File: config.mk
export PLATFORM = sky130hd
export DESIGN_NAME = clint_ctrl
export DESIGN_NICKNAME = d
export VERILOG_FILES = /design/src/rtl/clint_ctrl.sv
export SDC_FILE = /design/constraint.sdc
export NUM_CORES = 1
export LEC_CHECK = 0
export BUFFER_PORTS_ARGS = -buffer_cell sky130_fd_sc_hd__buf_4
export CORE_ASPECT_RATIO = 0.8
export CORE_UTILIZATION = 50
export DETAILED_ROUTE_END_ITERATION = 16
export GPL_TIMING_DRIVEN = 0
export PLACE_DENSITY = 0.79
export SYNTH_ARGS = -nofsm -noshare
export SYNTH_HDL_FRONTEND = slang
export SYNTH_SLANG_ARGS = --single-unit
File: constraint.sdc
create_clock -name clock -period 5.1 [get_ports clock]
set_clock_uncertainty 0.1 [all_clocks]
set_input_delay 0.51 -clock clock [delete_from_list [all_inputs] [get_ports clock]]
set_output_delay 0.51 -clock clock [all_outputs]
set_load 0.005 [all_outputs]
File: src/rtl/clint_ctrl.sv
// ============================================================================
// Module   : clint_ctrl
// Purpose  : Core-local interruptor. This block holds the machine timer
//            (mtime, mtimecmp) and software-interrupt (msip) registers behind
//            a request/response port. It also drives the registered time_int
//            and soft_int pending lines.
// Options  : CLINT_MTIME_STALL_EN adds a stall_timer input port. While that
//            port is high, the prescaler and mtime hold their values.
// Revision : 1.0  initial release
// ============================================================================
`default_nettype none

module clint_ctrl #(
  parameter int unsigned          ADDR_W   = 32,
  parameter logic [ADDR_W-1:0]    BASE     = 'h0200_0000,
  parameter int unsigned          TICK_DIV = 1
) (
  input  logic              clock,
  input  logic              reset_n,
`ifdef CLINT_MTIME_STALL_EN
  input  logic              stall_timer,
`endif
  input  logic              req_valid,
  output logic              req_ready,
  input  logic              req_wen,
  input  logic [ADDR_W-1:0] req_addr,
  input  logic [63:0]       req_wdata,
  input  logic [7:0]        req_wmask,
  output logic              resp_valid,
  input  logic              resp_ready,
  output logic [63:0]       resp_rdata,
  output logic              resp_err,
  output logic              time_int,
  output logic              soft_int,
  output logic [63:0]       mtime_o
);

  // Register offsets relative to BASE
  localparam logic [ADDR_W-1:0] OFF_MSIP     = '0;
  localparam logic [ADDR_W-1:0] OFF_MTIMECMP = ADDR_W'(32'h0000_4000);
  localparam logic [ADDR_W-1:0] OFF_MTIME    = ADDR_W'(32'h0000_BFF8);

  // The prescaler needs at least one bit, even when TICK_DIV is 1
  localparam int unsigned       PS_W   = (TICK_DIV > 1) ? $clog2(TICK_DIV) : 1;
  localparam logic [PS_W-1:0]   PS_MAX = PS_W'(TICK_DIV - 1);

  logic              msip;
  logic [63:0]       mtimecmp;
  logic [63:0]       mtime;
  logic [PS_W-1:0]   prescaler;

  logic              msip_next;
  logic [63:0]       mtimecmp_next;
  logic [63:0]       mtime_next;
  logic [PS_W-1:0]   prescaler_next;

  logic              stall;
  logic              tick;
  logic              accept;
  logic              wr;
  logic [ADDR_W-1:0] offset;
  logic              hit_msip;
  logic              hit_mtimecmp;
  logic              hit_mtime;
  logic              mapped;
  logic [63:0]       read_data;

`ifdef CLINT_MTIME_STALL_EN
  assign stall = stall_timer;
`else
  assign stall = 1'b0;
`endif

  // Apply the byte write enables to merge the write data into the old value
  function automatic logic [63:0] merge_bytes(input logic [63:0] old_val,
                                              input logic [63:0] new_val,
                                              input logic [7:0]  mask);
    logic [63:0] res;
    res = old_val;
    for (int i = 0; i < 8; i++) begin
      if (mask[i]) res[8*i +: 8] = new_val[8*i +: 8];
    end
    return res;
  endfunction

  // Only one response can be outstanding at a time. A new request is
  // accepted in the same cycle that the current response is consumed.
  assign req_ready = !resp_valid || resp_ready;
  assign accept    = req_valid && req_ready;
  assign wr        = accept && req_wen;

  assign offset       = req_addr - BASE;
  assign hit_msip     = (offset == OFF_MSIP);
  assign hit_mtimecmp = (offset == OFF_MTIMECMP);
  assign hit_mtime    = (offset == OFF_MTIME);
  assign mapped       = hit_msip || hit_mtimecmp || hit_mtime;

  assign tick         = !stall && (prescaler == PS_MAX);

  // Next-state logic. A CPU write to mtime wins over a tick in the same
  // cycle, and the increment for that tick is dropped.
  always_comb begin
    prescaler_next = prescaler;
    if (!stall) prescaler_next = (prescaler == PS_MAX) ? '0 : prescaler + 1'b1;

    mtime_next = mtime;
    if (wr && hit_mtime)  mtime_next = merge_bytes(mtime, req_wdata, req_wmask);
    else if (tick)        mtime_next = mtime + 64'd1;

    mtimecmp_next = mtimecmp;
    if (wr && hit_mtimecmp) mtimecmp_next = merge_bytes(mtimecmp, req_wdata, req_wmask);

    msip_next = msip;
    if (wr && hit_msip && req_wmask[0]) msip_next = req_wdata[0];
  end

  // Read mux returns the values present before this cycle's updates
  always_comb begin
    read_data = 64'd0;
    if (hit_msip)          read_data = {63'd0, msip};
    else if (hit_mtimecmp) read_data = mtimecmp;
    else if (hit_mtime)    read_data = mtime;
  end

  // Timer and software-interrupt registers, with the registered pending lines
  always_ff @(posedge clock or negedge reset_n) begin
    if (!reset_n) begin
      msip      <= 1'b0;
      mtimecmp  <= 64'hFFFF_FFFF_FFFF_FFFF;
      mtime     <= 64'd0;
      prescaler <= '0;
      time_int  <= 1'b0;
      soft_int  <= 1'b0;
    end else begin
      msip      <= msip_next;
      mtimecmp  <= mtimecmp_next;
      mtime     <= mtime_next;
      prescaler <= prescaler_next;
      time_int  <= (mtime_next >= mtimecmp_next);
      soft_int  <= msip_next;
    end
  end

  // Response register. Its contents are held until the response is consumed.
  always_ff @(posedge clock or negedge reset_n) begin
    if (!reset_n) begin
      resp_valid <= 1'b0;
      resp_rdata <= 64'd0;
      resp_err   <= 1'b0;
    end else if (accept) begin
      resp_valid <= 1'b1;
      resp_rdata <= req_wen ? 64'd0 : read_data;
      resp_err   <= !mapped;
    end else if (resp_ready) begin
      resp_valid <= 1'b0;
    end
  end

  assign mtime_o = mtime;

endmodule

`default_nettype wire
# Yosys cells after proc, flatten, opt, wreduce, memory -nomap -nowiden

Cells that the tools add are included.

Bits of input ports: 109
Logic and storage cells: 53
Flip-flop bits (word level): 197
Output and inout port bits: 133

Multiplexer cells: 26
Magnitude comparators: 1
Add/sub/neg operators: 3
Reduce and logical (&&, ||, !) cells: 13
Equality and inequality tests: 2

Operators with widths:

| operator               | count |
|---|---|
| $mux 64                | 7 |
| $mux 8                 | 16 |
| $add 64x1->64 const B  | 1 |
| $ge 64x64->1           | 1 |
| $eq 32x15->1 const B   | 1 |
| $eq 32x16->1 const B   | 1 |
| $logic_not 32->1       | 1 |
| $sub 32x26->32 const B | 1 |
| $logic_and 1x1->1      | 6 |
| $logic_or 1x1->1       | 3 |
| $mux 1                 | 3 |
| $logic_not 1->1        | 2 |
| $reduce_bool 2->1      | 1 |
| $add 1x1->1 const B    | 1 |

# Logic depth before layout (Yosys ltp)

Word-level depth: 7
Gate-level depth with buffers: 18
Depth with buffers taken out: 15

# Worst setup path after synthesis

Ideal clock, no wire load.

Path type: input -> register
From: input req_addr[25]
To: register time_int
Arrival: 4.051 ns
Library setup time: 0.087 ns
Stages: 18
Data required time: 4.913 ns
Setup slack: 0.862 ns
Path through: inv_1 -> ha_1 -> nor4b_1 -> and4_1 -> and4_1 -> buf_4 -> and2_1 -> buf_6 -> nand2_4 -> buf_4 -> mux2i_1 -> ha_1 -> and4_1 -> or4b_2 -> or4_1 -> a21oi_1 -> o31ai_1 -> o211ai_1

Cells in the longest elaborated chain, start to end: 5
Elaborated cells on any way between the ends: 8

RTL lines:

| element                                      | RTL line | RTL |
|---|---|---|
| from (decl)                                  | 26       | `input logic [ADDR_W-1:0] req_addr,` |
| $sub 32x26->32 *                             | 92       | `assign offset = req_addr - BASE;` |
| $eq 32x16->1 or $eq 32x15->1 (tied branches) | 95, 94   |  |
| $logic_and 1x1->1, on equally long branches  | 107, 111 |  |
| $mux 64, on equally long branches            | 107, 111 |  |
| $ge 64x64->1 *                               | 139      | `time_int <= (mtime_next >= mtimecmp_next);` |
| to (signal assigned)                         | 139      |  |
| to (decl)                                    | 33       | `output logic time_int,` |

Mark *: on every way between the ends. The rest lies on a longest branch, timed or not.
A chain may end at the register's enable or synchronous reset.

# Worst setup path after layout

From: input req_addr[14]
To: register time_int

Cells in the longest elaborated chain, start to end: 5
Elaborated cells on any way between the ends: 8

RTL lines:

| element            | RTL line | RTL |
|---|---|---|
| $sub 32x26->32     | 92       |  |
| $eq 32x16->1       | 95       | `assign hit_mtime = (offset == OFF_MTIME);` |
| $logic_and 1x1->1  | 107      | `if (wr && hit_mtime) mtime_next = merge_bytes(mtime, req_wdata, req_wmask);` |
| $mux 64            | 107      |  |
| net mtime_next[14] | 54       | `logic [63:0] mtime_next;` |
| $ge 64x64->1       | 139      |  |

The timed path passes the listed nets, and every way through them passes these cells.

==> flow_summary.toml <==
[worst_setup_path]
crit_type = "in2reg"
required_ns = 5.34
critPathArrivalTime_ns = 5.14
crit_path_start_kind = "input pin"
end_kind = "register"
r2r_cells = 13
path_max_fanout = 10

[global_routing]
overflow = 0
met1_usage_pct = 45.3
antenna_found_initial = 0
first_global_vias = 10600
grt_use_total_pct = 31.3
globalRouteMet2Util_pct = 47.2
grt_pass1_wl_um = 59100
met3_usage_pct = 6.23
grt_start_max_net_pins = 101
grt_busiest_layer = "met2"

[timing]
finalSetupViolations = 0
rsz0062_at_grt = "no"
tns_ns = 0
period_share_pct = 96.0
holdWs_ns = -0.0475
setup_slack_ns = 0.202
fin_crit_ns = 4.90
tightest_slew_ns = 0.932
relSlewSlack_pct = 37.3
hold_viol = 15
final-max-slew-violation-count = 0
clock.fmax_mhz = 204

[outcome]
violations = "negative hold slack"
status = "complete, but fails checks"

[logic_synthesis]
ys_seq_elements = 196
synth_common_cells = "133 x nand2_1, 132 x dfrtp_1, 115 x mux2i_1"
syn_area_per_cell_um2 = 9.87
synthArstFlopShare_pct = 100
synth_edf_count = 0
synthFlopType = "dfrtp_1"
synth.distinct_cells = 59
synth_most_common_cell = "nand2_1"
synthesis.nets = 1371
synth_cells = 1196
synth_top_area_share_pct = 28.0
synth_seq_area_share_pct = 42.2
yosys.area.top_type = "dfrtp_1"
syn-cell-area_mm2 = 0.0118
yosysWarningCount = 0
synth_area_leaders = "dfrtp_1 28%, dfstp_2 14%, mux2i_1 9.8%"

[final_layout]
antenna_cells = 0
fin_area_mm2 = 0.0147
syn_to_final_growth_pct = 24.4
fin_nets = 1631
drive_above_1_share_pct = 30.9

[clock_network]
cts_inserted_buffers = 17
post_cts_buffers = 0
cts_sinks = 196
cts_max_path_buffers = 2
clockRootBuffer = "clkbuf_16"
htree_levels = 4
cts_tree = "built"
worstSkewPairLatency_ns = 0.45
clkSlewWorstSetupHoldPaths_ns = 0.08

[floorplan]
io_pins = 242
die_h_um = 139
core_area_mm2 = 0.0228
dieArea_mm2 = 0.0242
initial_core_util_pct = 51.8
rows = 49
die_w_um = 174

[route]
via_per_inst = 6.22
via_count = 11000
totalWireLength_um = 38000
remaining_drc_errors = 0
wl_per_cell_um = 21.4
detail-route-antenna-nets = 0
drt_iter0_markers = 1204
first_pass_iters = 8

[power]
p_per_area_mw_per_mm2 = 214
irDropWorstVdd_mv = 0.192
p_leak_nw = 6.70

[placement]
hpwl_um = 28300
gp_congestion = 0.976
io_buffers = 240
pre_cts_slack_ns = -0.635
dpl_cell_area_mm2 = 0.0140

[worst_hold_path]
hold_path.class = "in2async"

[flow_run]
drv_cap = 0
-- kinds of logic after synthesis --
| family | after synthesis | synth area share (%) |
|---|---|---|
| mux | 180 | 16.0 |
| buf+inv | 68 | 2.60 |
| simple gates | 408 | 17.7 |
| flops | 196 | 42.2 |
| fa+ha+maj | 66 | 7.00 |
| xor+xnor | 1 | 0.0742 |
| compound gates | 277 | 14.4 |
-- where the power goes --
group | internal (mW) | leakage (nW) | switching, mW
Sequential | 1.56 | 2.33 | 0.000845
Combinational | 0.0686 | 4.08 | 0.0981
Clock | 0.753 | 0.290 | 0.670
Total | 2.38 | 6.70 | 0.769
-- worst paths after layout --
kind,slack [ns],start,end
worst max-delay path,0.20,req_addr[14],time_int
worst min-delay path,-0.05,reset_n,resp_rdata[58]
worst max register to register,0.37,mtime_o[0],time_int
worst min register to register,0.38,resp_rdata[40],resp_rdata[40]
max in group asynchronous,3.96,reset_n,mtimecmp[13]
min in group clock,0.16,req_wen,resp_rdata[0]
-- cell usage in the layout, fill, tap and decap left out, types with 13 or more instances in the layout --
| cell | Yosys | final |
|---|---|---|
| clkbuf_1 | 31 | 26 |
| dfrtp_1 | 132 | 132 |
| a22oi_1 | 16 | 16 |
| nor2_1 | 83 | 83 |
| ha_1 | 66 | 66 |
| inv_1 | 13 | 13 |
| clkbuf_16 | 0 | 17 |
| nand3_1 | 38 | 38 |
| a211oi_1 | 17 | 17 |
| mux2i_1 | 115 | 115 |
| buf_4 | 8 | 247 |
| nor4_1 | 19 | 15 |
| nor3_1 | 17 | 17 |
| and4_1 | 16 | 16 |
| mux2_2 | 65 | 65 |
| nand2_1 | 133 | 133 |
| nand4_1 | 31 | 31 |
| o21ai_0 | 103 | 103 |
| dfstp_2 | 64 | 64 |
| a21oi_1 | 66 | 66 |
-- final cells by class --
| class | instances | area, um^2 |
|---|---|---|
| Multi-Input combinational cell | 932 | 6560 |
| Clock inverter | 14 | 168 |
| Buffer | 55 | 270 |
| Sequential cell | 196 | 4980 |
| Clock buffer | 18 | 439 |
| Timing Repair Buffer | 241 | 1840 |
| Fill cell | 1881 | 8120 |
| Inverter | 13 | 48.8 |
| Tap cell | 306 | 383 |
-- critical path, cell delays in order --
cell and delay [ns]:
buf_4 0.13, nand2b_1 0.15, nor4_1 0.66, and4_1 0.39, buf_2 0.29, clkbuf_2 0.34
nor2_1 0.11, a311oi_1 0.35, nor2_1 0.13, ha_1 0.34, nand4_1 0.17, or4b_2 0.64
or4_1 0.41, a21oi_1 0.21, o31ai_2 0.13, o211ai_1 0.17
-- what timing repair did --
action,in CTS,in global routing
gates resized for setup,4,19
hold buffers,0,0
endpoints found under the setup margin,1,1
pin swaps,0,0
-- metrics by stage --
stage          util (%)  cells  hold WS (ns)  total power [mW]
6_report           64.4   1775       -0.0475              3.15
3_3_place_gp       61.3   1742         0.362              1.75
3_5_place_dp       61.5   1743         0.371              1.75
4_1_cts            64.2   1775       0.00258              3.15
5_1_grt            64.4   1775        0.0180              3.23
2_1_floorplan         -   1196         0.114              1.61
-- registers in the layout, summed over array words and instances (netlist names) --
register	flops
resp_valid	1
time_int	1
mtime_o	64
resp_rdata	64
mtimecmp	64
resp_err	1
msip	1
-- per-layer routing --
metal  wire (um)  part of all wire, %
met5           0                    0
met4         758                  2.0
met3        3420                  9.0
met2       16900                   45
met1       16900                   44
Power figures use the tool's default switching activity.
